File: src/rtl/mux_scan_pkg.sv
// Shared types and constants for the 4:1 mux scan sequencer.
// Channel count and select width are fixed to the mux being scanned.
package mux_scan_pkg;

    localparam int unsigned MUX_NUM_CH = 4;
    localparam int unsigned MUX_SEL_W  = 2;
    localparam int unsigned MUX_CNT_W  = 8;

    localparam logic [MUX_SEL_W-1:0] MUX_LAST_CH = MUX_SEL_W'(MUX_NUM_CH - 1);

    typedef enum logic [1:0] {
        ST_IDLE = 2'd0,
        ST_SCAN = 2'd1,
        ST_DONE = 2'd2
    } state_t;

    // Terminal count of the dwell counter for a given dwell length.
    function automatic logic [MUX_CNT_W-1:0] dwell_last_cnt(input int unsigned dwell);
        return MUX_CNT_W'(dwell - 1);
    endfunction

endpackage

File: src/rtl/mux_dwell_timer.sv
// Dwell counter: counts 0..DWELL-1 while enabled, clear has priority.
// last flags the final clock of a dwell period.
module mux_dwell_timer
    import mux_scan_pkg::*;
#(
    parameter int unsigned DWELL = 4
) (
    input  logic clk,
    input  logic rst_n,
    input  logic clr,
    input  logic en,
    output logic last
);

    localparam logic [MUX_CNT_W-1:0] LAST_CNT = dwell_last_cnt(DWELL);

    logic [MUX_CNT_W-1:0] cnt;

    always_ff @(posedge clk) begin
        if (!rst_n) begin
            cnt <= '0;
        end else if (clr) begin
            cnt <= '0;
        end else if (en) begin
            cnt <= cnt + MUX_CNT_W'(1);
        end
    end

    assign last = (cnt == LAST_CNT);

endmodule

File: src/rtl/mux_scan_ctrl.sv
// Scan sequencer for a 4:1 mux: steps s through every channel, samples y, compares to exp.
// Define MUX_SCAN_CONT_EN for back-to-back scans while start stays high.
module mux_scan_ctrl
    import mux_scan_pkg::*;
#(
    parameter int unsigned DWELL = 4
) (
    input  logic                  clk,
    input  logic                  rst_n,
    input  logic                  start,
    input  logic                  y,
    input  logic [MUX_NUM_CH-1:0] exp,
    output logic [MUX_SEL_W-1:0]  s,
    output logic                  busy,
    output logic                  done,
    output logic [MUX_NUM_CH-1:0] result,
    output logic                  match
);

    state_t                state;
    logic                  armed;
    logic [MUX_NUM_CH-1:0] scratch;
    logic                  dwell_last;
    logic                  timer_clr_c;
    logic                  timer_en_c;
    logic [MUX_NUM_CH-1:0] scan_word_c;

    // Counter idles at zero outside SCAN and restarts at the end of every dwell.
    assign timer_en_c  = (state == ST_SCAN);
    assign timer_clr_c = (state != ST_SCAN) || dwell_last;

    mux_dwell_timer #(
        .DWELL (DWELL)
    ) u_timer (
        .clk   (clk),
        .rst_n (rst_n),
        .clr   (timer_clr_c),
        .en    (timer_en_c),
        .last  (dwell_last)
    );

    // Scratch with the sample currently being taken merged in, so the final
    // channel lands in result on the same edge it is captured.
    always_comb begin
        scan_word_c    = scratch;
        scan_word_c[s] = y;
    end

    always_ff @(posedge clk) begin
        if (!rst_n) begin
            state   <= ST_IDLE;
            s       <= '0;
            busy    <= 1'b0;
            done    <= 1'b0;
            result  <= '0;
            match   <= 1'b0;
            scratch <= '0;
            armed   <= 1'b1;
        end else begin
            done <= 1'b0;
            if (!start) begin
                armed <= 1'b1;
            end
            case (state)
                ST_IDLE: begin
                    if (start && armed) begin
                        state <= ST_SCAN;
                        s     <= '0;
                        busy  <= 1'b1;
                    end
                end
                ST_SCAN: begin
                    if (dwell_last) begin
                        scratch <= scan_word_c;
                        if (s == MUX_LAST_CH) begin
                            state  <= ST_DONE;
                            s      <= '0;
                            busy   <= 1'b0;
                            done   <= 1'b1;
                            result <= scan_word_c;
                            match  <= (scan_word_c == exp);
`ifdef MUX_SCAN_CONT_EN
                            armed  <= 1'b1;
`else
                            armed  <= 1'b0;
`endif
                        end else begin
                            s <= s + MUX_SEL_W'(1);
                        end
                    end
                end
                ST_DONE: begin
`ifdef MUX_SCAN_CONT_EN
                    if (start) begin
                        state <= ST_SCAN;
                        s     <= '0;
                        busy  <= 1'b1;
                    end else begin
                        state <= ST_IDLE;
                    end
`else
                    state <= ST_IDLE;
`endif
                end
                default: begin
                    state <= ST_IDLE;
                end
            endcase
        end
    end

endmodule

File: config.mk
export PLATFORM = sky130hd
export DESIGN_NAME = mux_scan_ctrl
export DESIGN_NICKNAME = d
export VERILOG_FILES = /design/src/rtl/mux_scan_pkg.sv /design/src/rtl/mux_dwell_timer.sv /design/src/rtl/mux_scan_ctrl.sv
export SDC_FILE = /design/constraint.sdc
export NUM_CORES = 1
export LEC_CHECK = 0
export ABC_AREA = 1
export CORE_AREA = 2 2 55 57
export CTS_CLUSTER_SIZE = 12
export DETAILED_ROUTE_END_ITERATION = 6
export DIE_AREA = 0 0 57 59
export PLACE_DENSITY_LB_ADDON = 0.3
export SYNTH_ARGS = -nofsm -noshare
export SYNTH_HDL_FRONTEND = slang
export SYNTH_SLANG_ARGS = --single-unit
File: constraint.sdc
create_clock -name clk -period 1.4 [get_ports clk]
set_input_delay 0.35 -clock clk [delete_from_list [all_inputs] [get_ports clk]]
set_output_delay 0.35 -clock clk [all_outputs]
set_load 0.01 [all_outputs]
==> results.yml <==
final_layout:
  nNetsFinal: 213
  num_antenna_cells: 0
  area_delta_synth_final_pct: 33.3
  fin_area_um2: 1590
  drive_above_1_share: 0.231
  fill_cells: 259
  seq_area_um2: 492
  multi_input_area_um2: 663
  final-instance-count-excl-fill: 230
cts:
  clock_latency_ns: 0.32
  ctsHoldBuffers: 0
  cts_tree: "yes"
  cts_buffers: 3
  clock_path_buffers: 2
  htreeDepth: 1
  cts-root-buf: "clkbuf_4"
  clock-sinks: 24
  cts.clk_slew.worst_paths_ns: 0.13
pwr:
  p_seq_frac: 0.510
  p_sw_uw: 326
  leakage_uw: 0.000753
  combPwrFrac: 0.124
  swShare: 0.235
  pwr-share-clk: 0.366
  intPower_uw: 1060
  power_density_nw_per_um2: 868
  ir_drop_mv: 0.743
detailed_routing:
  dr_wl_met3_um: 84
  vias: 1133
  routed-wl-met2_um: 1400
  wirelength_um: 2660
  drc: 0
  route.antenna.remaining_nets: 0
  drt-met1-wl_um: 1120
  detail_route.wl_per_cell_um: 11.5
  first_pass_iters: 4
  drt_iter0_markers: 24
  top_layer: "met4"
  avgViaCountPerCell: 4.93
placement:
  dp.cells: 223
  portBuffers: 16
  gp_congestion: 0.771
  post_dp_cell_area_um2: 1460
  post-dp-hpwl_um: 2030
floorplanning:
  die_y_um: 59
  die_width_um: 57
  std_cell_rows: 19
  dieArea_um2: 3360
  ios: 17
  initial_core_util: 0.441
  core_area_um2: 2710
grt:
  grt_max_degree: 15
  grt_overflow: 0
  grt_pass1_vias: 1056
  grt_pass1_wl_um: 4520
  grt_usage: 0.172
  antenna_found_initial: 0
logic_synthesis:
  synthesis.nets: 180
  syn_inst: 167
  synth_area_um2: 1190
  ys_warn_count: 0
  ys_seq_elements: 24
  avgSynthCellArea_um2: 7.16
  synthDistinctLibCells: 22
  seq_area_frac_synth: 0.402
setup_path:
  path_depth: 1
  cp-start-kind: "flop"
  worstPathCellList: "dlygate4sd2_1"
  path_class: "flop to output port"
  r2r-start: "s[1]$_SDFFE_PN0P_"
  crit_arrival_ns: 0.99
  cp.required_ns: 1.05
  critical_path_buf_inv_count: 1
  crit_path_end: "s[0]"
  slowest_stage: "dfxtp_4"
  crit-reg2reg-capture: "match$_SDFFE_PN0P_"
  cp-startpoint: "s[0]$_SDFFE_PN0P_"
  end_kind: "output port"
  crit_fanout: 5
  reg2reg_depth: 10
  cpPeakStageDelay_ns: 0.39
  rrSetupSlack_ns: 0.07
  cpLargestDelayFamily: "flip-flops"
job:
  cap_violations: 0
worst_hold_path:
  hp-start: "busy$_SDFFE_PN0P_"
  worstHoldPathType: "flop to flop"
timing:
  worst_pin_slew_ns: 0.311
  fin_skew_ns: 0.00253
  final.min_clock_period_ns: 1.34
  finalSetupViolCount: 0
  hold_violations: 0
  slew_headroom: 0.791
  fmax_mhz: 749
  rsz0062_at_grt: "true"
  maxSlewViolCount: 0
  setup_tns_ns: 0
  min_period_over_period: 0.954
status:
  outcome: "finished, final reports clean"
sequential cells by signal, summed over array words and instances (netlist names):
register	count
result	4
busy	1
u_timer.cnt	8
s	2
scratch	4
done	1
state	2
armed	1
match	1
per-layer routing:
metal,vias to the layer above,track usage
met3,5,0.0197
met1,511,0.202
met4,0,0.0698
met5,-,0
met2,22,0.320
li1,595,-
worst min-delay path by stage:
stage | cells after the start | slack [ns] | end
after global routing | 2 | 0.50 | scratch[1]$_SDFFE_PN0P_
after floorplan | 1 | 0.42 | u_timer.cnt[0]$_SDFFE_PP0P_
final | 2 | 0.47 | busy$_SDFFE_PN0P_
after global placement | 2 | 0.43 | scratch[1]$_SDFFE_PN0P_
after detailed placement | 2 | 0.45 | scratch[1]$_SDFFE_PN0P_
after CTS | 2 | 0.47 | busy$_SDFFE_PN0P_
cell usage after synthesis:
cell type / n / share of area
o21ai_0: 8 / 0.034
nand3_2: 1 / 0.0084
dfxtp_1: 24 / 0.40
a21oi_1: 10 / 0.042
nor2_2: 3 / 0.016
nand2_4: 1 / 0.0094
inv_1: 23 / 0.072
nor2_8: 1 / 0.017
nor2_1: 14 / 0.044
nand3_4: 1 / 0.015
o211ai_1: 1 / 0.0063
nand3_1: 13 / 0.054
o31ai_1: 1 / 0.0063
nand2_2: 3 / 0.016
ha_1: 5 / 0.052
inv_2: 5 / 0.016
nor3_2: 2 / 0.017
nor3_1: 5 / 0.021
o21ai_1: 3 / 0.013
nand2_1: 41 / 0.13
buf_2: 1 / 0.0042
xor2_1: 1 / 0.0073
cells by family (layout without fill, tap and decap cells):
| logic type | Yosys count | in the layout | synth area share |
|---|---|---|---|
| flops | 24 | 24 | 0.402 |
| fa+ha+maj | 5 | 5 | 0.0524 |
| simple gates | 85 | 86 | 0.346 |
| buf+inv | 29 | 60 | 0.0921 |
| xor+xnor | 1 | 1 | 0.00733 |
| compound gates | 23 | 23 | 0.101 |
layout by cell type, fill, tap and decap left out, drive strengths merged:
cell type       n
nor2           19
clkbuf          3
nor3            7
clkdlybuf4s50   7
ha              5
o211ai          1
dfxtp          24
xor2            1
o31ai           1
inv            28
bufinv          1
buf            12
nand3          15
dlygate4sd2     9
o21ai          11
a21oi          10
nand2          45
layout make-up:
| type | count | share of cell area |
|---|---|---|
| tap | 31 | 0.0244 |
| inverter | 28 | 0.0676 |
| timing repair buffer | 28 | 0.150 |
| multi-input combinational | 115 | 0.416 |
| sequential | 24 | 0.309 |
| clock inverter | 1 | 0.0189 |
| clock buffer | 3 | 0.0141 |
through the flow:
stage                     setup slack (ns)  power, uW  utilization  hold WS, ns
after floorplan                     0.0254        810            -        0.418
after global placement              -0.166        878        0.540        0.434
after detailed placement            -0.170        883        0.540        0.454
after CTS                         0.000339       1390        0.566        0.473
after global routing               -0.0420       1440        0.588        0.500
final                               0.0645       1380        0.588        0.473
power by group through the flow:
stage | Sequential [uW] | Clock [uW] | Combinational [uW]
2_1_floorplan | 720 | 0 | 89.6
3_3_place_gp | 719 | 0 | 159
3_5_place_dp | 720 | 0 | 163
4_1_cts | 704 | 521 | 163
5_1_grt | 708 | 541 | 193
6_report | 705 | 506 | 171
repair_timing:
| action | 4_1_cts | 5_1_grt |
|---|---|---|
| cloned | 1 | 0 |
| pin swaps | 2 | 4 |
| setup buffers | 0 | 2 |
| gates resized for setup | 19 | 13 |
| setup endpoints to repair | 17 | 20 |
worst reg2reg max path, cell delays in order (launching register included):
cell	delay (ns)
dfxtp_4	0.39
inv_1	0.06
ha_1	0.18
o21ai_1	0.25
inv_1	0.09
nand2_1	0.06
nand2_1	0.04
nand2_1	0.05
nor2_1	0.04
nand2_1	0.05
nand2_1	0.04
Power figures use the tool's default switching activity.
